<file path="src/rtl/msk_key_load_ctrl_pkg.sv">
`default_nettype none
// ============================================================================
// Module   : msk_key_load_ctrl_pkg
// Brief    : Shared state encodings and sizing helpers for the key-load sequencer.
// Revision : 1.0 - initial release
// ============================================================================
package msk_key_load_ctrl_pkg;

  typedef logic [2:0] state_t;

  localparam state_t c_st_idle  = 3'd0;
  localparam state_t c_st_prst  = 3'd1;
  localparam state_t c_st_seed  = 3'd2;
  localparam state_t c_st_key   = 3'd3;
  localparam state_t c_st_waitr = 3'd4;
  localparam state_t c_st_ready = 3'd5;
  localparam state_t c_st_rfsh  = 3'd6;

  function automatic int f_max(input int a, input int b);
    return (a > b) ? a : b;
  endfunction

  // Width able to index 0..n-1, never narrower than one bit
  function automatic int f_cnt_width(input int n);
    return (n <= 2) ? 1 : $clog2(n);
  endfunction

endpackage
`default_nettype wire

</file>
<file path="src/rtl/msk_key_load_ctrl_if.sv">
`default_nettype none
// ============================================================================
// Module   : msk_key_load_ctrl_if
// Brief    : Host handshake plus downstream control bundle of the key-load sequencer.
// Revision : 1.0 - initial release
// ============================================================================
interface msk_key_load_ctrl_if #(
  parameter int SIZE_FEED = 32
);
  logic                 start;
  logic [SIZE_FEED-1:0] in_data;
  logic                 in_valid;
  logic                 in_ready;
  logic                 refresh_req;
  logic                 pre_rst;
  logic [SIZE_FEED-1:0] data_in;
  logic                 data_in_valid;
  logic                 feed_prng_seed;
  logic                 n_lock_for_seed;
  logic                 rnd_ready;
  logic                 pre_pre_refresh;
  logic                 key_ready;

  modport master (
    output start, in_data, in_valid, refresh_req, rnd_ready,
    input  in_ready, pre_rst, data_in, data_in_valid, feed_prng_seed,
           n_lock_for_seed, pre_pre_refresh, key_ready
  );

  modport slave (
    input  start, in_data, in_valid, refresh_req, rnd_ready,
    output in_ready, pre_rst, data_in, data_in_valid, feed_prng_seed,
           n_lock_for_seed, pre_pre_refresh, key_ready
  );
endinterface
`default_nettype wire

</file>
<file path="src/rtl/msk_key_load_ctrl_word_counter.sv">
`default_nettype none
// ============================================================================
// Module   : msk_key_load_ctrl_word_counter
// Brief    : Up-counter that returns to zero on reaching a run-time limit.
// Revision : 1.0 - initial release
// ============================================================================
module msk_key_load_ctrl_word_counter #(
  parameter int WIDTH = 3
) (
  input  logic             clk,
  input  logic             n_rst,
  input  logic             i_en,
  input  logic             i_clr,
  input  logic [WIDTH-1:0] i_limit,
  output logic             o_terminal
);
  logic [WIDTH-1:0] r_count;

  assign o_terminal = (r_count == i_limit);

  always_ff @(posedge clk or negedge n_rst) begin
    if (!n_rst) begin
      r_count <= '0;
    end else if (i_clr || (i_en && o_terminal)) begin
      r_count <= '0;
    end else if (i_en) begin
      r_count <= r_count + WIDTH'(1);
    end
  end
endmodule
`default_nettype wire

</file>
<file path="src/rtl/msk_key_load_ctrl.sv">
`default_nettype none
// ============================================================================
// Module   : msk_key_load_ctrl
// Brief    : Sequences PRNG reset, seed and key-share loading and key refresh
//            for the downstream masked key holder.
// Revision : 1.0 - initial release
// ============================================================================
module msk_key_load_ctrl
  import msk_key_load_ctrl_pkg::*;
#(
  parameter int d          = 2,
  parameter int Nbits      = 128,
  parameter int SIZE_FEED  = 32,
  parameter int SEED_WORDS = 4
) (
  input  logic              clk,
  input  logic              n_rst,
  msk_key_load_ctrl_if.slave bus
);
  localparam int c_key_words = (d * Nbits) / SIZE_FEED;
  localparam int c_cnt_w     = f_cnt_width(f_max(SEED_WORDS, c_key_words));
  localparam logic [c_cnt_w-1:0] c_seed_last = c_cnt_w'(SEED_WORDS - 1);
  localparam logic [c_cnt_w-1:0] c_key_last  = c_cnt_w'(c_key_words - 1);

  state_t               r_state;
  state_t               w_state_nxt;
  logic                 r_rnd_dropped;
  logic                 r_pre_pre_refresh;
  logic                 w_refresh_fire;
  logic [SIZE_FEED-1:0] r_data_in;
  logic                 r_data_in_valid;
  logic                 r_feed_prng_seed;
  logic                 w_loading;
  logic                 w_hs;
  logic                 w_cnt_term;
  logic [c_cnt_w-1:0]   w_cnt_limit;

  assign w_loading   = (r_state == c_st_seed) || (r_state == c_st_key);
  assign w_hs        = bus.in_valid && w_loading;
  assign w_cnt_limit = (r_state == c_st_seed) ? c_seed_last : c_key_last;

  msk_key_load_ctrl_word_counter #(
    .WIDTH (c_cnt_w)
  ) u_word_counter (
    .clk        (clk),
    .n_rst      (n_rst),
    .i_en       (w_hs),
    .i_clr      (r_state == c_st_prst),
    .i_limit    (w_cnt_limit),
    .o_terminal (w_cnt_term)
  );

  always_comb begin
    w_state_nxt    = r_state;
    w_refresh_fire = 1'b0;
    case (r_state)
      c_st_idle:  if (bus.start) w_state_nxt = c_st_prst;
      c_st_prst:  w_state_nxt = c_st_seed;
      c_st_seed:  if (w_hs && w_cnt_term) w_state_nxt = c_st_key;
      c_st_key:   if (w_hs && w_cnt_term) w_state_nxt = c_st_waitr;
      c_st_waitr: if (bus.rnd_ready) w_state_nxt = c_st_ready;
      c_st_ready: begin
        // A reload takes priority; the simultaneous refresh request is dropped
        if (bus.start) begin
          w_state_nxt = c_st_prst;
        end else if (bus.refresh_req) begin
          w_state_nxt    = c_st_rfsh;
          w_refresh_fire = 1'b1;
        end
      end
      c_st_rfsh:  if (r_rnd_dropped && bus.rnd_ready) w_state_nxt = c_st_ready;
      default:    w_state_nxt = c_st_idle;
    endcase
  end

  always_ff @(posedge clk or negedge n_rst) begin
    if (!n_rst) begin
      r_state           <= c_st_idle;
      r_pre_pre_refresh <= 1'b0;
    end else begin
      r_state           <= w_state_nxt;
      r_pre_pre_refresh <= w_refresh_fire;
    end
  end

  // Randomness counts as fresh only after a low-then-high on rnd_ready
  always_ff @(posedge clk or negedge n_rst) begin
    if (!n_rst) begin
      r_rnd_dropped <= 1'b0;
    end else if (r_state != c_st_rfsh) begin
      r_rnd_dropped <= 1'b0;
    end else if (!bus.rnd_ready) begin
      r_rnd_dropped <= 1'b1;
    end
  end

  always_ff @(posedge clk or negedge n_rst) begin
    if (!n_rst) begin
      r_data_in        <= '0;
      r_data_in_valid  <= 1'b0;
      r_feed_prng_seed <= 1'b0;
    end else begin
      r_data_in_valid <= w_hs;
      if (w_hs) begin
        r_data_in        <= bus.in_data;
        r_feed_prng_seed <= (r_state == c_st_seed);
      end
    end
  end

  assign bus.in_ready        = w_loading;
  assign bus.pre_rst         = (r_state == c_st_prst);
  assign bus.n_lock_for_seed = (r_state == c_st_seed);
  assign bus.key_ready       = (r_state == c_st_ready);
  assign bus.pre_pre_refresh = r_pre_pre_refresh;
  assign bus.data_in         = r_data_in;
  assign bus.data_in_valid   = r_data_in_valid;
  assign bus.feed_prng_seed  = r_feed_prng_seed;
endmodule
`default_nettype wire

</file>
<file path="src/flat_wrapper.sv">
// flat-port wrapper written by rule: the top's interface ports become plain ports
module msk_key_load_ctrl_flat import msk_key_load_ctrl_pkg::*;
#(
  parameter int d          = 2,
  parameter int Nbits      = 128,
  parameter int SIZE_FEED  = 32,
  parameter int SEED_WORDS = 4
)
  (clk, n_rst, bus_start, bus_in_data, bus_in_valid, bus_refresh_req, bus_rnd_ready, bus_in_ready, bus_pre_rst, bus_data_in, bus_data_in_valid, bus_feed_prng_seed, bus_n_lock_for_seed, bus_pre_pre_refresh, bus_key_ready);
  msk_key_load_ctrl_if #(.SIZE_FEED(SIZE_FEED)) bus_i ();
  input  logic clk;
  input  logic n_rst;
  input wire logic [$bits(bus_i.start)-1:0] bus_start;
  input wire logic [$bits(bus_i.in_data)-1:0] bus_in_data;
  input wire logic [$bits(bus_i.in_valid)-1:0] bus_in_valid;
  input wire logic [$bits(bus_i.refresh_req)-1:0] bus_refresh_req;
  input wire logic [$bits(bus_i.rnd_ready)-1:0] bus_rnd_ready;
  output wire logic [$bits(bus_i.in_ready)-1:0] bus_in_ready;
  output wire logic [$bits(bus_i.pre_rst)-1:0] bus_pre_rst;
  output wire logic [$bits(bus_i.data_in)-1:0] bus_data_in;
  output wire logic [$bits(bus_i.data_in_valid)-1:0] bus_data_in_valid;
  output wire logic [$bits(bus_i.feed_prng_seed)-1:0] bus_feed_prng_seed;
  output wire logic [$bits(bus_i.n_lock_for_seed)-1:0] bus_n_lock_for_seed;
  output wire logic [$bits(bus_i.pre_pre_refresh)-1:0] bus_pre_pre_refresh;
  output wire logic [$bits(bus_i.key_ready)-1:0] bus_key_ready;
  assign bus_i.start = bus_start;
  assign bus_i.in_data = bus_in_data;
  assign bus_i.in_valid = bus_in_valid;
  assign bus_i.refresh_req = bus_refresh_req;
  assign bus_i.rnd_ready = bus_rnd_ready;
  assign bus_in_ready = bus_i.in_ready;
  assign bus_pre_rst = bus_i.pre_rst;
  assign bus_data_in = bus_i.data_in;
  assign bus_data_in_valid = bus_i.data_in_valid;
  assign bus_feed_prng_seed = bus_i.feed_prng_seed;
  assign bus_n_lock_for_seed = bus_i.n_lock_for_seed;
  assign bus_pre_pre_refresh = bus_i.pre_pre_refresh;
  assign bus_key_ready = bus_i.key_ready;
  msk_key_load_ctrl #(.d(d), .Nbits(Nbits), .SIZE_FEED(SIZE_FEED), .SEED_WORDS(SEED_WORDS)) u_core (.clk(clk), .n_rst(n_rst), .bus(bus_i));
endmodule
</file>
<file path="config.mk">
export PLATFORM = sky130hd
export DESIGN_NAME = msk_key_load_ctrl_flat
export DESIGN_NICKNAME = d
export VERILOG_FILES = /design/src/rtl/msk_key_load_ctrl_pkg.sv /design/src/rtl/msk_key_load_ctrl_if.sv /design/src/rtl/msk_key_load_ctrl_word_counter.sv /design/src/rtl/msk_key_load_ctrl.sv /design/src/flat_wrapper.sv
export SDC_FILE = /design/constraint.sdc
export NUM_CORES = 1
export LEC_CHECK = 0
export BUFFER_PORTS_ARGS = -buffer_cell sky130_fd_sc_hd__buf_4
export CORE_ASPECT_RATIO = 0.75
export CORE_MARGIN = 2
export CORE_UTILIZATION = 47
export CTS_BUF_LIST = sky130_fd_sc_hd__clkbuf_8
export DETAILED_ROUTE_END_ITERATION = 8
export PLACE_DENSITY = 0.8
export SETUP_SLACK_MARGIN = 0.15
export SLEW_MARGIN = 10
export SYNTH_ARGS = -nofsm -noshare
export SYNTH_HDL_FRONTEND = slang
export SYNTH_SLANG_ARGS = --single-unit
</file>
<file path="constraint.sdc">
create_clock -name clk -period 4.1 [get_ports clk]
set_clock_uncertainty 0.15 [all_clocks]
set_input_delay 0 -clock clk [delete_from_list [all_inputs] [get_ports clk]]
set_output_delay 0 -clock clk [all_outputs]
set_load 0.05 [all_outputs]
</file>
After elaboration in Yosys (flattened, before gate mapping)
Index checks and enable logic that the tools add are counted.

Eq/ne operators: 15. Add/subtract/negate cells: 1. Muxes and demuxes: 16. Reductions and logical operators: 8.

Operator list (number): $mux 3 (10); $pmux 3 s7 (1); $eq 3x3->1 const B (3); $eq 3x2->1 const B (2); $ne 2x1->1 const B (3); $ne 2x2->1 const B (3); $ne 3x3->1 const B (2); $reduce_and 6->1 (1); $mux 1 (5); $add 3x1->3 const B (1); $eq 3x1->1 const B (1); $eq 3x3->1 (1); $logic_and 1x1->1 (3); $logic_not 3->1 (1); $logic_or 1x1->1 (2); $reduce_bool 2->1 (1).

Bits in registers: 42. Logic and storage cells: 47. Output and inout bits: 39. Input bits: 38.

Logic depth before layout (Yosys ltp)
Gate-level depths: netlist of run 1.

Depth after elaboration: 6. Depth in mapped cells: 6.

By module
From an unflattened synthesis of run 1, not the netlist that was laid out.

Cells, all modules: 132. Area total of the unflattened synthesis: 1889.3 µm².

Modules (own cells, without submodules): msk_key_load_ctrl (area each 1681.6 µm², cells an instance 111, times used 1); msk_key_load_ctrl_word_counter (area each 207.7 µm², cells an instance 21, times used 1).

Least setup slack after synthesis of run 1
Ideal clock, no wire load.

Path kind: register to register. Start: register u_core.r_state[2]. End: register u_core.r_state[1]. Data required time: 3873 ps. Buffers on the path: 0. Slack: 2404 ps. Stages on the path, launching flop included: 5. Arrival: 1469 ps. Cell sequence: dfrtp_1 > nand2b_2 > nor2_1 > a21oi_1 > a21oi_1.

Cells in the longest elaborated chain, start to end: 6. Elaborated cells between the ends (all ways): 20. Classes of those cells: eq/ne (13); mux (2); reduce/logical (5).

RTL lines: from (decl) (RTL line msk_key_load_ctrl.sv:25) `state_t r_state;`; from (signal assigned) (RTL line msk_key_load_ctrl.sv:78) `r_state <= c_st_idle;`; from (signal assigned) (RTL line msk_key_load_ctrl.sv:81) `r_state <= w_state_nxt;`; $eq 3x2->1 *; net bus_n_lock_for_seed (RTL line flat_wrapper.sv:23) `output wire logic [$bits(bus_i.n_lock_for_seed)-1:0] bus_n_lock_for_seed;`; $mux 3 / $logic_or 1x1->1 (equally long branches) (RTL line msk_key_load_ctrl.sv:40, msk_key_load_ctrl.sv:38); $eq 3x3->1 / $logic_and 1x1->1 (equally long branches) (RTL line msk_key_load_ctrl_word_counter.sv:19, msk_key_load_ctrl.sv:39); $logic_and 1x1->1 (RTL line msk_key_load_ctrl.sv:59, msk_key_load_ctrl.sv:60); $ne 2x2->1 (no source line) / $ne 2x1->1 (equally long branches); $reduce_and 6->1 (no source line).

The timed path passes the listed nets; every way through them passes the cells marked *. A chain may end at the register's enable or synchronous reset.

Final worst setup path of run 1
Start: register u_core.r_state[2]. End: register u_core.r_data_in[5], in the netlist u_core.bus.data_in[5].

Cells in the longest elaborated chain, start to end: 3. Elaborated cells between the ends (all ways): 4. Classes of those cells: eq/ne (2); reduce/logical (2).

RTL lines: $eq 3x2->1 (RTL line msk_key_load_ctrl.sv:38) `assign w_loading = (r_state == c_st_seed) || (r_state == c_st_key);`; $logic_or 1x1->1 * (RTL line msk_key_load_ctrl.sv:38); $logic_and 1x1->1 * (RTL line msk_key_load_ctrl.sv:39) `assign w_hs = bus.in_valid && w_loading;`; to (signal assigned) (RTL line msk_key_load_ctrl.sv:105) `r_data_in <= bus.in_data;`; to (decl) (RTL line msk_key_load_ctrl.sv:30) `logic [SIZE_FEED-1:0] r_data_in;`.

Every way passes the cells marked *; elsewhere a longest branch is shown, timed or not.

==> results of run 1 <==
[cells in the final DEF (no fill, tap or decap), types with 2 or more instances in the layout]
| master | n |
|---|---|
| inv_1 | 3 |
| dfrtp_1 | 42 |
| o21ai_0 | 5 |
| nor2b_1 | 2 |
| nor3b_1 | 2 |
| mux2i_1 | 2 |
| mux2_4 | 25 |
| clkbuf_8 | 5 |
| inv_2 | 2 |
| a21oi_1 | 7 |
| mux2_2 | 7 |
| nand2_1 | 4 |
| nor2_1 | 5 |
| dlygate4sd3_1 | 38 |
| buf_4 | 76 |
[worst paths after layout]
kind | from | end | cells past startpoint
min in group clk | bus_rnd_ready | u_core.r_rnd_dropped$_DFFE_PN0P_ | 3
setup / recovery | u_core.r_state[2]$_DFFE_PN0P_ | u_core.bus.data_in[5]$_DFFE_PN0P_ | 4
hold reg to reg | u_core.bus.feed_prng_seed$_DFFE_PN0P_ | u_core.bus.feed_prng_seed$_DFFE_PN0P_ | 2
hold / removal | n_rst | u_core.bus.data_in[8]$_DFFE_PN0P_ | 2
setup reg to reg | u_core.r_state[2]$_DFFE_PN0P_ | u_core.bus.data_in[5]$_DFFE_PN0P_ | 4
max in group asynchronous | n_rst | u_core.r_state[2]$_DFFE_PN0P_ | 2
[worst max-delay path, cell delays in order (launching register included)]
cell and delay, ps:
dfrtp_1 600, nand2b_2 230, inv_2 60, nand2_4 450, mux2_2 400
[sequential cells by signal, indices dropped and copies added, names as in the netlist]
register                       cells
u_core.bus.data_in                32
u_core.r_state                     3
u_core.u_word_counter.r_count      3
u_core.bus.data_in_valid           1
u_core.bus.feed_prng_seed          1
u_core.bus.pre_pre_refresh         1
u_core.r_rnd_dropped               1
[logic make-up (layout without fill, tap and decap cells)]
logic type | Yosys count | count (layout) | synth area share
buffers and inverters | 9 | 126 | 0.0316
AND/OR/NAND/NOR | 23 | 23 | 0.0767
adder cells (fa/ha/maj) | 1 | 1 | 0.00672
flip-flops | 42 | 42 | 0.565
XOR/XNOR | 2 | 2 | 0.00942
multiplexers | 34 | 34 | 0.255
AO/OA/AOI/OAI | 17 | 17 | 0.0558
[power groups by stage]
stage / registers, mW / clock network [mW] / logic, mW
2_1_floorplan: 1.04 / 0 / 0.311
3_3_place_gp: 0.644 / 0 / 0.971
3_5_place_dp: 0.656 / 0 / 0.984
4_1_cts: 0.650 / 0.262 / 1.02
5_1_grt: 0.668 / 0.283 / 1.06
6_report: 0.653 / 0.255 / 1.01
[repair_timing]
action | 4_1_cts | 5_1_grt
hold buffers | 38 | 0
endpoints found under the hold margin | 79 | 0
endpoints found under the setup margin | 0 | 0
[area by class of cell]
cell class,instances,area share
sequential,42,0.360
timing repair buffer,114,0.326
clock buffer,5,0.0236
inverter,4,0.00514
clock inverter,3,0.00600
multi-input combinational,77,0.257
tap,52,0.0223
[per-layer routing]
metal,GRT usage,share of wire
met1,0.263,0.44
met2,0.399,0.52
met3,0.0537,0.038
met4,0.0545,0.0050
met5,0,0
[through the flow]
stage	cell area [µm²]	setup slack, ps
6_report	2920	2070
5_1_grt	2920	1970
4_1_cts	2920	2100
3_5_place_dp	2450	2110
3_3_place_gp	2450	2210
2_1_floorplan	1860	2400
==> results.toml, run 1 <==
[synthesis]
yosysMostFrequentCell = "dfrtp_1"
yosysTopAreaCell = "dfrtp_1"
synthCells = 128
async_flop_share = 1.00
synth_commonest_cells = "42 x dfrtp_1, 25 x mux2_4, 7 x a21oi_1, 7 x mux2_2"
synthFlopType = "dfrtp_1"
synth_top_area_frac = 0.565
synth_cell_types = 32
synth_edf_count = 0
syn-num-nets = 167
syn_area_um2 = 1860
ys_seq_area_frac = 0.565
synth_area_per_cell_um2 = 14.5
ys.warnings.count = 0
synth_area_leaders = "dfrtp_1 56%, mux2_4 20%, mux2_2 4.2%"
synth_seq_cells = 42

[power_and_ir_drop]
totalPowerFinal_mw = 1.92
p_leak_nw = 1.44
switching_share = 0.455
pwr-share-clk = 0.133
pwr-share-comb = 0.528
p_int_mw = 1.05
seqPwrFrac = 0.340
max-vdd-ir-drop_v = 0.000423
p_switching_mw = 0.875
power_density_nw_per_um2 = 659

[cts]
post_cts_buffers = 0
cts.sink_count = 42
root_buffer = "clkbuf_8"
clkTransAtPathRegs_ps = 90
h-tree-depth = 2
numCtsBuffers = 5
cts_tree = "done"
clk_latency_ps = 290
cts_resized = 0
cts_max_path_buffers = 2

[global_routing]
antenna_found_initial = 0
grt_max_degree = 43
grt_pass1_wl_um = 7470
grt_usage = 0.218
grt_pass1_vias = 1517
grt_overflow_total = 0

[timing]
finalCritPeriodShare = 0.495
tightestPinTransition_ps = 611
period_minus_slack_ps = 2030
drv_slew = 0
finalSetupViolCount = 0
worst_hold_slack_ps = 116
max_freq_ghz = 0.493
finalSetupTns_ps = 0
rsz0062_at_grt = "no"
hold_viol = 0
max_slew_margin = 0.592

[die]
die_h_um = 58.5
die_x_um = 76.7
rows = 19
initial_core_util = 0.498
core_um2 = 3730
dieArea_um2 = 4480
pin_count = 77

[drt]
vias = 1413
drt_wl_total_um = 4600
wire_per_inst_um = 15.5
vias_per_cell = 4.76
drt_pass1_iterations = 4
postRouteAntennaNets = 0
drt_iter0_drc = 83
drcViolationCount = 0

[cells_and_area]
area_delta_synth_final_pct = 56.9
fin_cells = 297
regArea_um2 = 1050
multi_input_area_um2 = 751
drive_gt1_frac = 0.498
fillers = 220
diodes = 0
nets = 283
final_core_util = 0.782

[flow_run]
drv_cap = 0

[worst_setup_path]
critPathArrivalTime_ps = 2050
cp.required_ps = 4120
start_kind = "flop"
criticalPathCategory = "flop to flop"
rrSetupSlack_ps = 2070
end_kind = "flop"
crit_fanout = 37

[placed_design]
dp_cells = 251
port_buffers = 76
dp_hpwl_um = 2860
gp_congestion = 0.862

[min_path]
hold_class = "input pin to asynchronous set/reset pin"

[outcome]
status = "complete, no violations"
Note: power is estimated with default switching activity, not from simulation.
==> inputs of run 2 (changes only) <==
--- a/config.mk
+++ b/config.mk
@@ -5,13 +5,14 @@
 export SDC_FILE = /design/constraint.sdc
 export NUM_CORES = 1
 export LEC_CHECK = 0
+export ABC_AREA = 1
 export BUFFER_PORTS_ARGS = -buffer_cell sky130_fd_sc_hd__buf_4
 export CORE_ASPECT_RATIO = 0.75
 export CORE_MARGIN = 2
 export CORE_UTILIZATION = 47
 export CTS_BUF_LIST = sky130_fd_sc_hd__clkbuf_8
 export DETAILED_ROUTE_END_ITERATION = 8
-export PLACE_DENSITY = 0.8
+export PLACE_DENSITY = 0.81
 export SETUP_SLACK_MARGIN = 0.15
 export SLEW_MARGIN = 10
 export SYNTH_ARGS = -nofsm -noshare
==> constraint.sdc (replaced) <==
create_clock -name clk -period 1.97 [get_ports clk]
set_clock_uncertainty 0.15 [all_clocks]
set_input_delay 0 -clock clk [delete_from_list [all_inputs] [get_ports clk]]
set_output_delay 0 -clock clk [all_outputs]
set_load 0.05 [all_outputs]
==> results.toml, run 2 <==
[placed_design]
gp_congestion = 0.799
port_buffers = 76
dp_hpwl_um = 2880
dp_cells = 330

[drt]
wire_per_inst_um = 12.7
vias = 1734
vias_per_cell = 4.61
drt_wl_total_um = 4760
postRouteAntennaNets = 0
drt_pass1_iterations = 5
drt_iter0_drc = 78
drcViolationCount = 0

[min_path]
hold_class = "input pin to asynchronous set/reset pin"

[cts]
cts.sink_count = 42
h-tree-depth = 2
clk_latency_ps = 280
cts_max_path_buffers = 2
clkTransAtPathRegs_ps = 80
cts_tree = "done"
post_cts_buffers = 0
root_buffer = "clkbuf_8"
numCtsBuffers = 5

[cells_and_area]
fin_cells = 376
multi_input_area_um2 = 647
regArea_um2 = 1050
area_delta_synth_final_pct = 57.3
diodes = 0
fillers = 266
largest_register_ffs = 32
drive_gt1_frac = 0.312
nets = 362
mostFrequentLayoutCells = "113 x nand2_1, 78 x buf_4, 42 x dfrtp_1, 38 x dlygate4sd3_1, 9 x nand3_1"
final_common_cell = "nand2_1"

[synthesis]
synthFlopType = "dfrtp_1"
async_flop_share = 1.00
synth_edf_count = 0
synth_cell_types = 22
yosys.area_share.simple = 0.319
syn_area_um2 = 1830
ys_seq_area_frac = 0.575
yosys-mux-area-fraction = 0
ys.warnings.count = 0
synth_seq_cells = 42
yosysMostFrequentCell = "nand2_1"
synth_commonest_cells = "113 x nand2_1, 42 x dfrtp_1, 9 x nand3_1, 8 x inv_1, 5 x buf_6"
synthCells = 208
syn-num-nets = 247
yosysTopAreaCell = "dfrtp_1"
synth_top_family_by_area = "simple AND/OR/NAND/NOR gates"
synth_compound_area_frac = 0.0233
synth_fa_ha_area_frac = 0.00685
synthXorXnorAreaFrac = 0.00479
synth_area_per_cell_um2 = 8.78
synth_area_leaders = "dfrtp_1 58%, nand2_1 23%, buf_6 3.1%"
synth_top_area_frac = 0.575

[die]
rows = 19
core_um2 = 3680
die_x_um = 76.0
dieArea_um2 = 4410
pin_count = 77
initial_core_util = 0.496
die_h_um = 58.0

[global_routing]
grt_pass1_vias = 1747
grt_max_degree = 43
grt_pass1_wl_um = 7780
antenna_found_initial = 0
grt_usage = 0.224
grt_overflow_total = 0

[worst_setup_path]
rrSetupSlack_ps = 440
cpPeakStageDelay_ps = 570
critPathArrivalTime_ps = 1600
rr_startpoint = "u_core.r_state[2]$_DFFE_PN0P_"
crit_fanout = 3
crit_chain = "dlygate4sd3_1 > buf_4 > inv_1 > nand2_1 > dlygate4sd3_1 > nor2_1"
worst-r2r-cell-count = 8
timing.rr.end = "u_core.r_state[0]$_DFFE_PN0P_"
crit_start = "bus_start"
path_common_cell = "dlygate4sd3_1"
criticalPathCategory = "input pin to flop"
critical-path-slowest-cell = "dlygate4sd3_1"
start_kind = "input pin"
end_kind = "flop"
cp.required_ps = 2020
cp-endpoint = "u_core.bus.pre_pre_refresh$_DFF_PN0_"

[timing]
finalCritPeriodShare = 0.787
max_freq_ghz = 0.645
finalSetupTns_ps = 0
max_slew_margin = 0.659
finalSetupViolCount = 0
tightestPinTransition_ps = 512
period_minus_slack_ps = 1550
rsz0062_at_grt = "no"
drv_slew = 0
hold_viol = 0

[flow_run]
drv_cap = 0

[power_and_ir_drop]
max-vdd-ir-drop_v = 0.00115
power_density_nw_per_um2 = 1680
totalPowerFinal_mw = 4.82
p_leak_nw = 1.58

[outcome]
status = "complete, no violations"
-- run 2: cell count changes after synthesis, sizes merged, moves of 3 or more --
cell / before / now
o21ai: 5 / 2
inv: 4 / 12
nand3: 1 / 12
nand2: 5 / 117
a21oi: 8 / 2
buf: 5 / 8
mux2: 32 / 0
-- run 2: report_power, final --
group          leakage (nW)  switching (mW)  internal, mW  total, mW
Combinational         0.997            1.95         0.823       2.77
Sequential            0.534           0.255          1.22       1.48
Clock                0.0472           0.288         0.282      0.570
-- run 2: metrics by stage --
| stage | instance area [µm²] | worst slack, ps | hold slack, ps | util |
|---|---|---|---|---|
| floorplan | 1830 | 422 | -446 | - |
| global placement | 2400 | 515 | -135 | 0.651 |
| detailed placement | 2400 | 469 | -140 | 0.651 |
| CTS | 2870 | 462 | 90.4 | 0.780 |
| global route | 2870 | 355 | 101 | 0.780 |
| finish | 2870 | 421 | 65.1 | 0.780 |
-- run 2: worst max-delay path, delay by kind of cell --
kind	cells	cell delay, ps
buffers and inverters	4	1390
and+or+nand+nor	2	210
-- run 2: final cells by class --
type,count,share of cell area
timing repair buffer,116,0.336
tap,52,0.0226
clock buffer,6,0.0287
multi-input combinational,146,0.225
inverter,12,0.0174
clock inverter,2,0.00435
sequential,42,0.366
-- run 2: how the worst min path moves through the flow --
stage	startpoint	endpoint	depth (start not counted)	slack, ps
2_1_floorplan	n_rst	u_core.bus.data_in[0]$_DFFE_PN0P_	0	-450
6_report	n_rst	u_core.r_rnd_dropped$_DFFE_PN0P_	2	70
3_5_place_dp	n_rst	u_core.r_rnd_dropped$_DFFE_PN0P_	1	-140
3_3_place_gp	n_rst	u_core.r_rnd_dropped$_DFFE_PN0P_	1	-130
5_1_grt	n_rst	u_core.r_rnd_dropped$_DFFE_PN0P_	2	100
4_1_cts	n_rst	u_core.r_rnd_dropped$_DFFE_PN0P_	2	90
-- run 2: cells by family after synthesis --
logic type | after synthesis
AND/OR/NAND/NOR | 137
flip-flops | 42
buffers and inverters | 20
AO/OA/AOI/OAI | 7
XOR/XNOR | 1
adder cells (fa/ha/maj) | 1
-- run 2: timing repair --
action                    CTS  global route
hold endpoints to repair   78             0
hold buffers               38             0
resized for setup           0             0
-- run 2: routing by layer --
layer  wire length (µm)  track usage  vias up
met1               2080        0.266      800
met5                  0            0        -
met2               2370        0.417       65
met3                255       0.0561        6
met4                 57       0.0545        0
li1                   -            -      863
==> inputs of run 3 (changes only) <==
==> constraint.sdc (replaced) <==
create_clock -name clk -period 1.5 [get_ports clk]
set_clock_uncertainty 0.15 [all_clocks]
set_input_delay 0 -clock clk [delete_from_list [all_inputs] [get_ports clk]]
set_output_delay 0 -clock clk [all_outputs]
set_load 0.05 [all_outputs]
==> results.toml, run 3 (synthesis results as in run 2) <==
[cells_and_area]
area_delta_synth_final_pct = 72.9
diodes = 0
fin_area_um2 = 3160
final_common_cell = "nand2_1"
drive_gt1_frac = 0.386
mostFrequentLayoutCells = "108 x nand2_1, 85 x buf_4, 40 x dlygate4sd3_1, 40 x dfrtp_1, 9 x nand2_2"
final_core_util = 0.857
largest_register_ffs = 32
nets = 380

[worst_setup_path]
timing.rr.end = "u_core.r_state[0]$_DFFE_PN0P_"
end_kind = "primary output"
worst-r2r-cell-count = 8
cpPeakStageDelay_ps = 410
critical-path-slowest-cell = "dfrtp_1"
rrSetupSlack_ps = 60
criticalPathCategory = "flop to primary output"
cp.required_ps = 1350
rr_startpoint = "u_core.r_state[2]$_DFFE_PN0P_"
crit_fanout = 7
path_buf_inv = 4
critPathArrivalTime_ps = 1290
critPathTopFamily = "buffers and inverters"
start_kind = "flop"
crit_chain = "buf_6 > inv_6 > nand3_4 > clkinvlp_4 > buf_8"

[global_routing]
antenna_found_initial = 0
grt_max_degree = 43
grt_pass1_vias = 1758
grt_overflow_total = 0
grt_usage = 0.230
grt_pass1_wl_um = 8090

[die]
rows = 19
die_h_um = 58.0
core_um2 = 3680
die_x_um = 76.0
initial_core_util = 0.496
dieArea_um2 = 4410
pin_count = 77

[drt]
drt_pass1_iterations = 4
drcViolationCount = 0
drt_wl_total_um = 5250
drt_iter0_drc = 69
wire_per_inst_um = 13.3
vias = 1841
postRouteAntennaNets = 0
vias_per_cell = 4.67

[power_and_ir_drop]
max-vdd-ir-drop_v = 0.00168
power_density_nw_per_um2 = 2200
switching_share = 0.497
p_leak_nw = 1.67
seqPwrFrac = 0.272
pwr-share-clk = 0.127
p_int_mw = 3.50
p_switching_mw = 3.46
pwr-share-comb = 0.601

[timing]
drv_slew = 0
finalCritPeriodShare = 0.963
worst_hold_slack_ps = 78.7
period_minus_slack_ps = 1440
rsz0062_at_grt = "yes"
tightestPinTransition_ps = 517
max_slew_margin = 0.655
finalSetupViolCount = 0
hold_viol = 0
finalSetupTns_ps = 0
max_freq_ghz = 0.692

[cts]
numCtsBuffers = 5
cts_max_path_buffers = 2
cts.sink_count = 42
clkTransAtPathRegs_ps = 80
h-tree-depth = 2
root_buffer = "clkbuf_8"
cts_tree = "done"
clk_latency_ps = 290

[placed_design]
dp_hpwl_um = 2820
port_buffers = 76
gp_congestion = 0.804
dpl-instance-area_um2 = 2450

[outcome]
status = "complete, no violations"

[flow_run]
drv_cap = 0

[min_path]
hold_class = "input pin to asynchronous set/reset pin"
run 3: cell types whose count changed in the layout (fill, tap and decap cells not counted), moves of 3 or more:
cell,before,now
buf_4,78,85
buf_6,0,7
clkinvlp_4,1,5
inv_1,8,5
nand2_1,113,108
nand2_2,4,9
nand3_1,9,6
run 3: through the flow:
stage               cells  worst slack [ps]  total power [mW]
detailed placement    332              56.9              5.58
global placement      332              90.0              5.52
global route          394             -25.0              7.30
CTS                   384              75.6              6.76
finish                394              55.3              6.95
floorplan             208              67.6              4.54
run 3: how the worst max path moves through the flow:
stage,cells past startpoint,start,endpoint
floorplan,8,u_core.r_state[1]$_DFFE_PN0P_,u_core.r_state[2]$_DFFE_PN0P_
global placement,8,u_core.r_state[1]$_DFFE_PN0P_,u_core.r_state[0]$_DFFE_PN0P_
detailed placement,7,u_core.r_state[1]$_DFFE_PN0P_,u_core.r_state[0]$_DFFE_PN0P_
CTS,5,u_core.r_state[2]$_DFFE_PN0P_,u_core.u_word_counter.r_count[1]$_DFFE_PN0P_
global route,8,u_core.r_state[2]$_DFFE_PN0P_,u_core.r_state[1]$_DFFE_PN0P_
finish,5,u_core.r_state[1]$_DFFE_PN0P_,bus_pre_rst
run 3: cell type report:
type | instances | area, µm²
Clock buffer | 5 | 68.8
Clock inverter | 3 | 45.0
Fill cell | 204 | 527
Inverter | 12 | 71.3
Multi-Input combinational cell | 146 | 707
Sequential cell | 42 | 1050
Tap cell | 52 | 65.1
Timing Repair Buffer | 134 | 1150
run 3: layer usage:
metal / global-route usage / up-vias / share of wire
li1: - / 902 / -
met5: 0 / - / 0
met3: 0.0607 / 4 / 0.051
met1: 0.304 / 864 / 0.45
met2: 0.392 / 71 / 0.49
met4: 0.0494 / 0 / 0.0097
run 3: what timing repair did:
| action | in CTS | in global routing |
|---|---|---|
| setup buffers | 5 | 9 |
| pin swaps | 6 | 9 |
| endpoints found under the hold margin | 79 | 1 |
| hold buffers | 39 | 1 |
| resized for setup | 17 | 7 |
| setup endpoints to repair | 10 | 44 |
run 3: power groups by stage:
stage	clock [mW]	sequential [mW]	combinational [mW]
2_1_floorplan	0	3.34	1.20
3_3_place_gp	0	1.91	3.61
3_5_place_dp	0	1.92	3.66
4_1_cts	0.906	1.90	3.95
5_1_grt	0.947	1.94	4.41
6_report	0.881	1.89	4.18
